**src/rtl/conv_psum_accum_pkg.sv**
```systemverilog
// Shared types, default widths and arithmetic helpers for the partial-sum accumulator.
package conv_psum_accum_pkg;

    localparam int unsigned NCH_DEF  = 8;
    localparam int unsigned DW_DEF   = 20;
    localparam int unsigned BW_DEF   = 32;
    localparam int unsigned OW_DEF   = 24;
    localparam int unsigned ACCW_DEF = 40;
    localparam int unsigned SHW      = 5;
    localparam int unsigned MATHW    = 64;

    typedef enum logic {
        ST_IDLE,
        ST_ACCUM
    } acc_state_t;

    // Intermediate math is done at a width that cannot overflow for any legal ACCW.
    typedef logic signed [MATHW-1:0] wide_t;

    function automatic wide_t sat_clip(input wide_t v, input int unsigned w);
        wide_t mx;
        wide_t mn;
        mx = (wide_t'(1) <<< (w - 1)) - wide_t'(1);
        mn = -mx - wide_t'(1);
        if (v > mx) return mx;
        if (v < mn) return mn;
        return v;
    endfunction

    // Round-half-up then arithmetic shift.
    function automatic wide_t round_shift(input wide_t v, input logic [SHW-1:0] sh);
        wide_t r;
        r = v;
        if (sh != '0) r = v + (wide_t'(1) <<< (sh - SHW'(1)));
        return r >>> sh;
    endfunction

endpackage

```
**src/rtl/psum_add_tree.sv**
```systemverilog
// Registered pairwise adder tree over NCH signed lanes, with a matching valid/sideband pipe.
module psum_add_tree #(
    parameter int unsigned NCH = 8,
    parameter int unsigned DW  = 20,
    parameter int unsigned SBW = 1
) (
    input  logic                          clk,
    input  logic                          rst_n,
    input  logic                          valid,
    input  logic [NCH*DW-1:0]             data,
    input  logic [SBW-1:0]                sb,
    output logic                          sum_valid,
    output logic [DW+$clog2(NCH)-1:0]     sum,
    output logic [SBW-1:0]                sum_sb
);

    localparam int unsigned L = $clog2(NCH);

    for (genvar s = 0; s < L; s++) begin : g_stage
        localparam int unsigned IW = DW + s;
        localparam int unsigned NO = NCH >> (s + 1);

        logic [2*NO*IW-1:0]   src;
        logic [NO*(IW+1)-1:0] sum_q;

        if (s == 0) begin : g_in
            assign src = data;
        end else begin : g_chain
            assign src = g_stage[s-1].sum_q;
        end

        // Each pair is sign-extended by one bit so the sum cannot overflow.
        always_ff @(posedge clk or negedge rst_n) begin
            if (!rst_n) begin
                sum_q <= '0;
            end else begin
                for (int j = 0; j < NO; j++) begin
                    sum_q[j*(IW+1) +: IW+1] <= {src[(2*j+1)*IW-1], src[2*j*IW +: IW]}
                                             + {src[(2*j+2)*IW-1], src[(2*j+1)*IW +: IW]};
                end
            end
        end
    end

    logic           vld_q [L];
    logic [SBW-1:0] sb_q  [L];

    always_ff @(posedge clk or negedge rst_n) begin
        if (!rst_n) begin
            for (int i = 0; i < L; i++) begin
                vld_q[i] <= 1'b0;
                sb_q[i]  <= '0;
            end
        end else begin
            vld_q[0] <= valid;
            sb_q[0]  <= sb;
            for (int i = 1; i < L; i++) begin
                vld_q[i] <= vld_q[i-1];
                sb_q[i]  <= sb_q[i-1];
            end
        end
    end

    assign sum       = g_stage[L-1].sum_q;
    assign sum_valid = vld_q[L-1];
    assign sum_sb    = sb_q[L-1];

endmodule

```
**src/rtl/conv_psum_accum.sv**
```systemverilog
// Convolution partial-sum accumulator: adder tree, framed accumulate with bias, requantising output.
module conv_psum_accum
    import conv_psum_accum_pkg::*;
#(
    parameter int unsigned NCH  = NCH_DEF,
    parameter int unsigned DW   = DW_DEF,
    parameter int unsigned BW   = BW_DEF,
    parameter int unsigned OW   = OW_DEF,
    parameter int unsigned ACCW = ACCW_DEF
) (
    input  logic                   sclk,
    input  logic                   s_rst_n,
    input  logic                   in_valid,
    input  logic                   in_first,
    input  logic                   in_last,
    input  logic [NCH*DW-1:0]      in_data,
    input  logic signed [BW-1:0]   bias,
    input  logic                   bias_enable,
    input  logic [SHW-1:0]         shift,
    input  logic                   relu_en,
    input  logic                   err_clr,
    output logic                   out_valid,
    output logic signed [OW-1:0]   out_data,
    output logic                   out_sat,
    output logic                   seq_err
);

    localparam int unsigned L   = $clog2(NCH);
    localparam int unsigned SW  = DW + L;
    localparam int unsigned SBW = 3 + BW + SHW + 1;

    logic [SBW-1:0]        sb_in;
    logic [SBW-1:0]        t_sb;
    logic                  t_vld;
    logic signed [SW-1:0]  t_sum;
    logic                  t_first, t_last, t_ben, t_relu;
    logic signed [BW-1:0]  t_bias;
    logic [SHW-1:0]        t_shift;

    assign sb_in = {in_first, in_last, bias_enable, bias, shift, relu_en};

    psum_add_tree #(
        .NCH (NCH),
        .DW  (DW),
        .SBW (SBW)
    ) u_tree (
        .clk       (sclk),
        .rst_n     (s_rst_n),
        .valid     (in_valid),
        .data      (in_data),
        .sb        (sb_in),
        .sum_valid (t_vld),
        .sum       (t_sum),
        .sum_sb    (t_sb)
    );

    assign {t_first, t_last, t_ben, t_bias, t_shift, t_relu} = t_sb;

    acc_state_t              state_q, state_d;
    logic signed [ACCW-1:0]  acc_q, acc_d;
    logic                    acc_sat_q, acc_sat_d;
    logic                    fire_q, fire_d;
    logic [SHW-1:0]          shf_q, shf_d;
    logic                    relu_q, relu_d;
    logic                    err_set;
    wide_t                   sum_w, start_w, add_w, add_sat;

    // Framing FSM and saturating accumulator; bubbles leave everything untouched.
    always_comb begin
        state_d   = state_q;
        acc_d     = acc_q;
        acc_sat_d = acc_sat_q;
        fire_d    = 1'b0;
        shf_d     = shf_q;
        relu_d    = relu_q;
        err_set   = 1'b0;
        sum_w     = wide_t'(t_sum);
        start_w   = sum_w + (t_ben ? wide_t'(t_bias) : wide_t'(0));
        add_w     = wide_t'(acc_q) + sum_w;
        add_sat   = sat_clip(add_w, ACCW);
        if (t_vld) begin
            if (t_first) begin
                err_set   = (state_q == ST_ACCUM);
                acc_d     = ACCW'(start_w);
                acc_sat_d = 1'b0;
                state_d   = t_last ? ST_IDLE : ST_ACCUM;
                fire_d    = t_last;
            end else if (state_q == ST_IDLE) begin
                err_set = 1'b1;
            end else begin
                acc_d     = ACCW'(add_sat);
                acc_sat_d = acc_sat_q | (add_sat != add_w);
                if (t_last) begin
                    state_d = ST_IDLE;
                    fire_d  = 1'b1;
                end
            end
            if (fire_d) begin
                shf_d  = t_shift;
                relu_d = t_relu;
            end
        end
    end

    always_ff @(posedge sclk or negedge s_rst_n) begin
        if (!s_rst_n) begin
            state_q   <= ST_IDLE;
            acc_q     <= '0;
            acc_sat_q <= 1'b0;
            fire_q    <= 1'b0;
            shf_q     <= '0;
            relu_q    <= 1'b0;
            seq_err   <= 1'b0;
        end else begin
            state_q   <= state_d;
            acc_q     <= acc_d;
            acc_sat_q <= acc_sat_d;
            fire_q    <= fire_d;
            shf_q     <= shf_d;
            relu_q    <= relu_d;
            if (err_set)      seq_err <= 1'b1;
            else if (err_clr) seq_err <= 1'b0;
        end
    end

    wide_t rnd_w, res_w;

    always_comb begin
        rnd_w = round_shift(wide_t'(acc_q), shf_q);
        if (relu_q && rnd_w[MATHW-1]) rnd_w = '0;
        res_w = sat_clip(rnd_w, OW);
    end

    // Output register; data and flag hold between result pulses.
    always_ff @(posedge sclk or negedge s_rst_n) begin
        if (!s_rst_n) begin
            out_valid <= 1'b0;
            out_data  <= '0;
            out_sat   <= 1'b0;
        end else begin
            out_valid <= fire_q;
            if (fire_q) begin
                out_data <= OW'(res_w);
                out_sat  <= acc_sat_q | (res_w != rnd_w);
            end
        end
    end

endmodule

```
**config.mk**
```make
export PLATFORM = sky130hd
export DESIGN_NAME = conv_psum_accum
export DESIGN_NICKNAME = d
export VERILOG_FILES = /design/src/rtl/conv_psum_accum_pkg.sv /design/src/rtl/psum_add_tree.sv /design/src/rtl/conv_psum_accum.sv
export SDC_FILE = /design/constraint.sdc
export NUM_CORES = 1
export LEC_CHECK = 0
export ABC_AREA = 1
export CAP_MARGIN = 20
export CORE_MARGIN = 8
export CORE_UTILIZATION = 60
export CTS_BUF_LIST = sky130_fd_sc_hd__clkbuf_2 sky130_fd_sc_hd__clkbuf_4 sky130_fd_sc_hd__clkbuf_8
export DETAILED_ROUTE_END_ITERATION = 10
export PLACE_DENSITY = 0.83
export SYNTH_ARGS = -nofsm -noshare
export SYNTH_HDL_FRONTEND = slang
export SYNTH_SLANG_ARGS = --single-unit
```
**constraint.sdc**
```tcl
create_clock -name sclk -period 5.2 [get_ports sclk]
set_clock_uncertainty 0.05 [all_clocks]
set_input_delay 1.04 -clock sclk [delete_from_list [all_inputs] [get_ports sclk]]
set_output_delay 1.04 -clock sclk [all_outputs]
set_load 0.01 [all_outputs]
```
==> metrics <==
vertical die dimension about 220 um; post-synthesis cell area approximately 26000 um2; #FFs+latches synth around 350; Worst Hold Endpoint u_tree.sb_q[77]; clock latency of the later-clocked register in the worst-skew pair 0.65 ns; largest area contributor in the synthesized netlist dfrtp_1; CTS tree built; Worst Setup Slack post-DPL 0.0399 ns; Setup-failing EPs final 0; highest attainable clock frequency 199 MHz; relative contribution of combinational cells to total power between 60% and 70%; total gr overflow 0; Clock Power Share between 15 and 20%; worst IR drop on VDD 265 uV; internal power around 9000 uW; effective utilization at floorplan 60.4%; Worst Reg2Reg Path Length in Cells 40; Critical Path Start Type register; number of buffers created by CTS 55; final std cell area, no fill between 30000 and 40000 um2; max-slew violation count 0; endpoint of the worst-slack reg-to-reg timing path out_sat; maximum root-to-sink buffer count 3; post-layout net count 4219; post-detailed-route wirelength per cell around 18 um; Total Die Area roughly 50000 um2; share of async-settable or async-resettable flops after synthesis 100%; pwr/cell area approximately 560 nW/um2; most numerous cell in the Yosys netlist nand2_1; estimated wirelength of the detail-placed design just over 60 mm; ratio of cells with drive above 1 in the final layout under 10%; sw frac 48.2%; final worst path period share between 90% and 100%; headroom to the max-slew limit 45.6%; number of levels the H-tree was split into 2; arrival time worst endpoint roughly 5.5 ns; clock tree root buffer cell clkbuf_8; initial antenna violation count 4; total number of yosys warnings 0; Required @ worst endpoint approximately 5.7 ns; final critical delay including setup and external delays 5.02 ns; CP peak stage delay a little under 0.4 ns; Syn Area/Cell 7.48 um2; beginning of the worst register-to-register path shf_q[0]; Setup TNS Final 0 ns; Worst Path Buf+Inv 6; DR DRC count 0; flop2flop setup slack approximately 0.18 ns; Final Worst Setup Slack about 0.18 ns; number of enable-type register cells in the synthesized netlist 0; sequential-to-total area share from yosys stat roughly 34%; clock slew seen by the registers of the worst setup and hold paths ~0.070 ns; sequential power share around a quarter; largest net degree at the start of global routing 117; worst-path fanout max 5; cell types with the largest area share after synthesis dfrtp_1 34%, ha_1 12%, nand2_1 11%; worst-path cell with the longest stage delay dfrtp_1; number of violations of the max-capacitance limit 0; Die W roughly 220 um; setup repair after global routing missed its margin yes; placeable core area approximately 43000 um2; vias in the first global route approximately 25000; number of nets still failing antenna checks after routing 0; number of endpoints with negative hold slack in the final report 0; cell type group with the largest total delay on the critical path simple AND/OR/NAND/NOR gates; # clock sinks about 350; number of detailed-routing iterations run before antenna repair 9; gp weighted congestion 1.10; relative area change from synthesis to final layout 20.4%; worst hold path depth 0; result of the run finished clean; synthesized instance count 3463; total nets after synthesis roughly 3900; IO Port Bufs 231; leading post-synthesis cells by instance count 736 x nand2_1, 487 x nand3_1, 386 x inv_1; number of distinct library cells after synthesis between 50 and 60; number of vias per cell after detailed routing 5.71; placed cell areas between 20000 and 30000 um2; Tot GR Track Use a little under a third; final wirelength ~80 mm; overall via count from detail_route between 20000 and 30000; path class of the lowest-slack min-delay path reg2reg; initial DRC count roughly 2000; cell leakage power approximately 0.015 uW; hold path startpoint u_tree.sb_q[118]; Slew @ Worst Pin ~0.8 ns; total of hold buffers inserted after clock tree synthesis 0; top-level port count roughly 230; first-pass GRT wire length 127 mm; classification of the worst setup path reg2reg; CP Capture Type register; switching component of the power 8390 uW; ys flop type dfrtp_1; share of Yosys cell area claimed by the top area cell type between 30% and 40%; count of standard-cell rows 76; Min Hold Slack a little under 0.3 ns; Top cell by count, worst path nand2_1
[power groups by stage]
stage	Sequential (uW)	Clock [uW]	Combinational [uW]
finish	4130	2760	10500
global route	4180	2910	11700
CTS	4100	2800	10100
detailed placement	4130	0	9990
global placement	4110	0	9850
floorplan	3890	0	7180
[per-layer routing]
metal	GRT usage [%]	wire, um
met4	14.3	3720
met5	0	40
met1	36.0	30200
met2	55.9	39600
met3	6.25	5580
[worst reg2reg max path: cells and delay by family, from the launching register on]
kind,cells,cell delay (ns)
fa+ha+maj,2,0.58
buf+inv,6,0.56
flops,1,0.39
simple gates,32,3.37
[worst max path at each step]
stage	depth (start not counted)	to	slack, ns	startpoint
final	40	out_sat	0.18	shf_q[0]
after global routing	40	out_sat	-0.26	shf_q[0]
after CTS	43	out_sat	0.01	shf_q[1]
after detailed placement	43	out_sat	0.04	shf_q[1]
after global placement	37	out_sat	0.20	shf_q[0]
after floorplan	41	out_data[15]	0.43	shf_q[1]
[repair_timing]
action,CTS,global route
hold endpoints to repair,0,0
endpoints found under the setup margin,0,25
buffers inserted,0,7
resized for setup,0,125
[layout by cell type (no fill, tap or decap), types with 4 or more instances in the layout]
master and instances:
nor3_1 11, a21boi_0 4, nor2_1 200, inv_2 15
or2_2 6, inv_1 384, nand3_1 426, clkdlybuf4s50_1 230
ha_4 6, buf_4 94, o21ai_0 154, ha_1 241
a21o_1 13, nand2_1 719, nand3_2 67, bufinv_16 6
a21oi_1 299, xor2_1 122, nand4_1 31, clkinv_2 8
nand3b_1 9, o21a_1 4, o21ai_1 19, a211oi_1 7
o21bai_1 11, nor4_1 5, xnor2_1 66, o221ai_1 9
clkbuf_8 69, dfrtp_1 353, clkbuf_4 12, a21oi_2 8
fa_1 9, nor2_2 24, nor2_4 7, clkinv_1 5
a31oi_1 49, o211ai_1 29, nand2_2 25
[sequential cells by signal, indices dropped and copies added (netlist names)]
register              cells
acc_q                    40
shf_q                     5
acc_sat_q                 1
state_q                   1
seq_err                   1
u_tree.sum_sb            41
out_valid                 1
out_sat                   1
u_tree.sum               23
u_tree.sb_q              82
fire_q                    1
out_data                 24
u_tree.g_stage.sum_q    128
u_tree.vld_q              2
u_tree.sum_valid          1
relu_q                    1
[cell families after synthesis]
group	after synthesis	share of synthesized area, %
AO/OA/AOI/OAI	622	13.3
XOR/XNOR	188	6.35
adder cells (fa/ha/maj)	260	12.8
buffers and inverters	499	7.51
flip-flops	353	34.1
AND/OR/NAND/NOR	1541	25.9
[through the flow]
step | std cells | total power, uW | util, %
3_3_place_gp | 4275 | 14000 | 68.2
4_1_cts | 4377 | 17000 | 71.3
5_1_grt | 4385 | 18700 | 72.7
6_report | 4385 | 17400 | 72.7
2_1_floorplan | 3463 | 11100 | -
3_5_place_dp | 4275 | 14100 | 68.2
[layout make-up]
class	count	area, um2
inverter	405	1520
multi-input combinational	2611	15700
fill	3401	11700
antenna	1	2.50
tap	585	732
sequential	353	8830
timing repair buffer	328	3080
clock inverter	21	290
clock buffer	81	1040
Power figures use the tool's default switching activity.
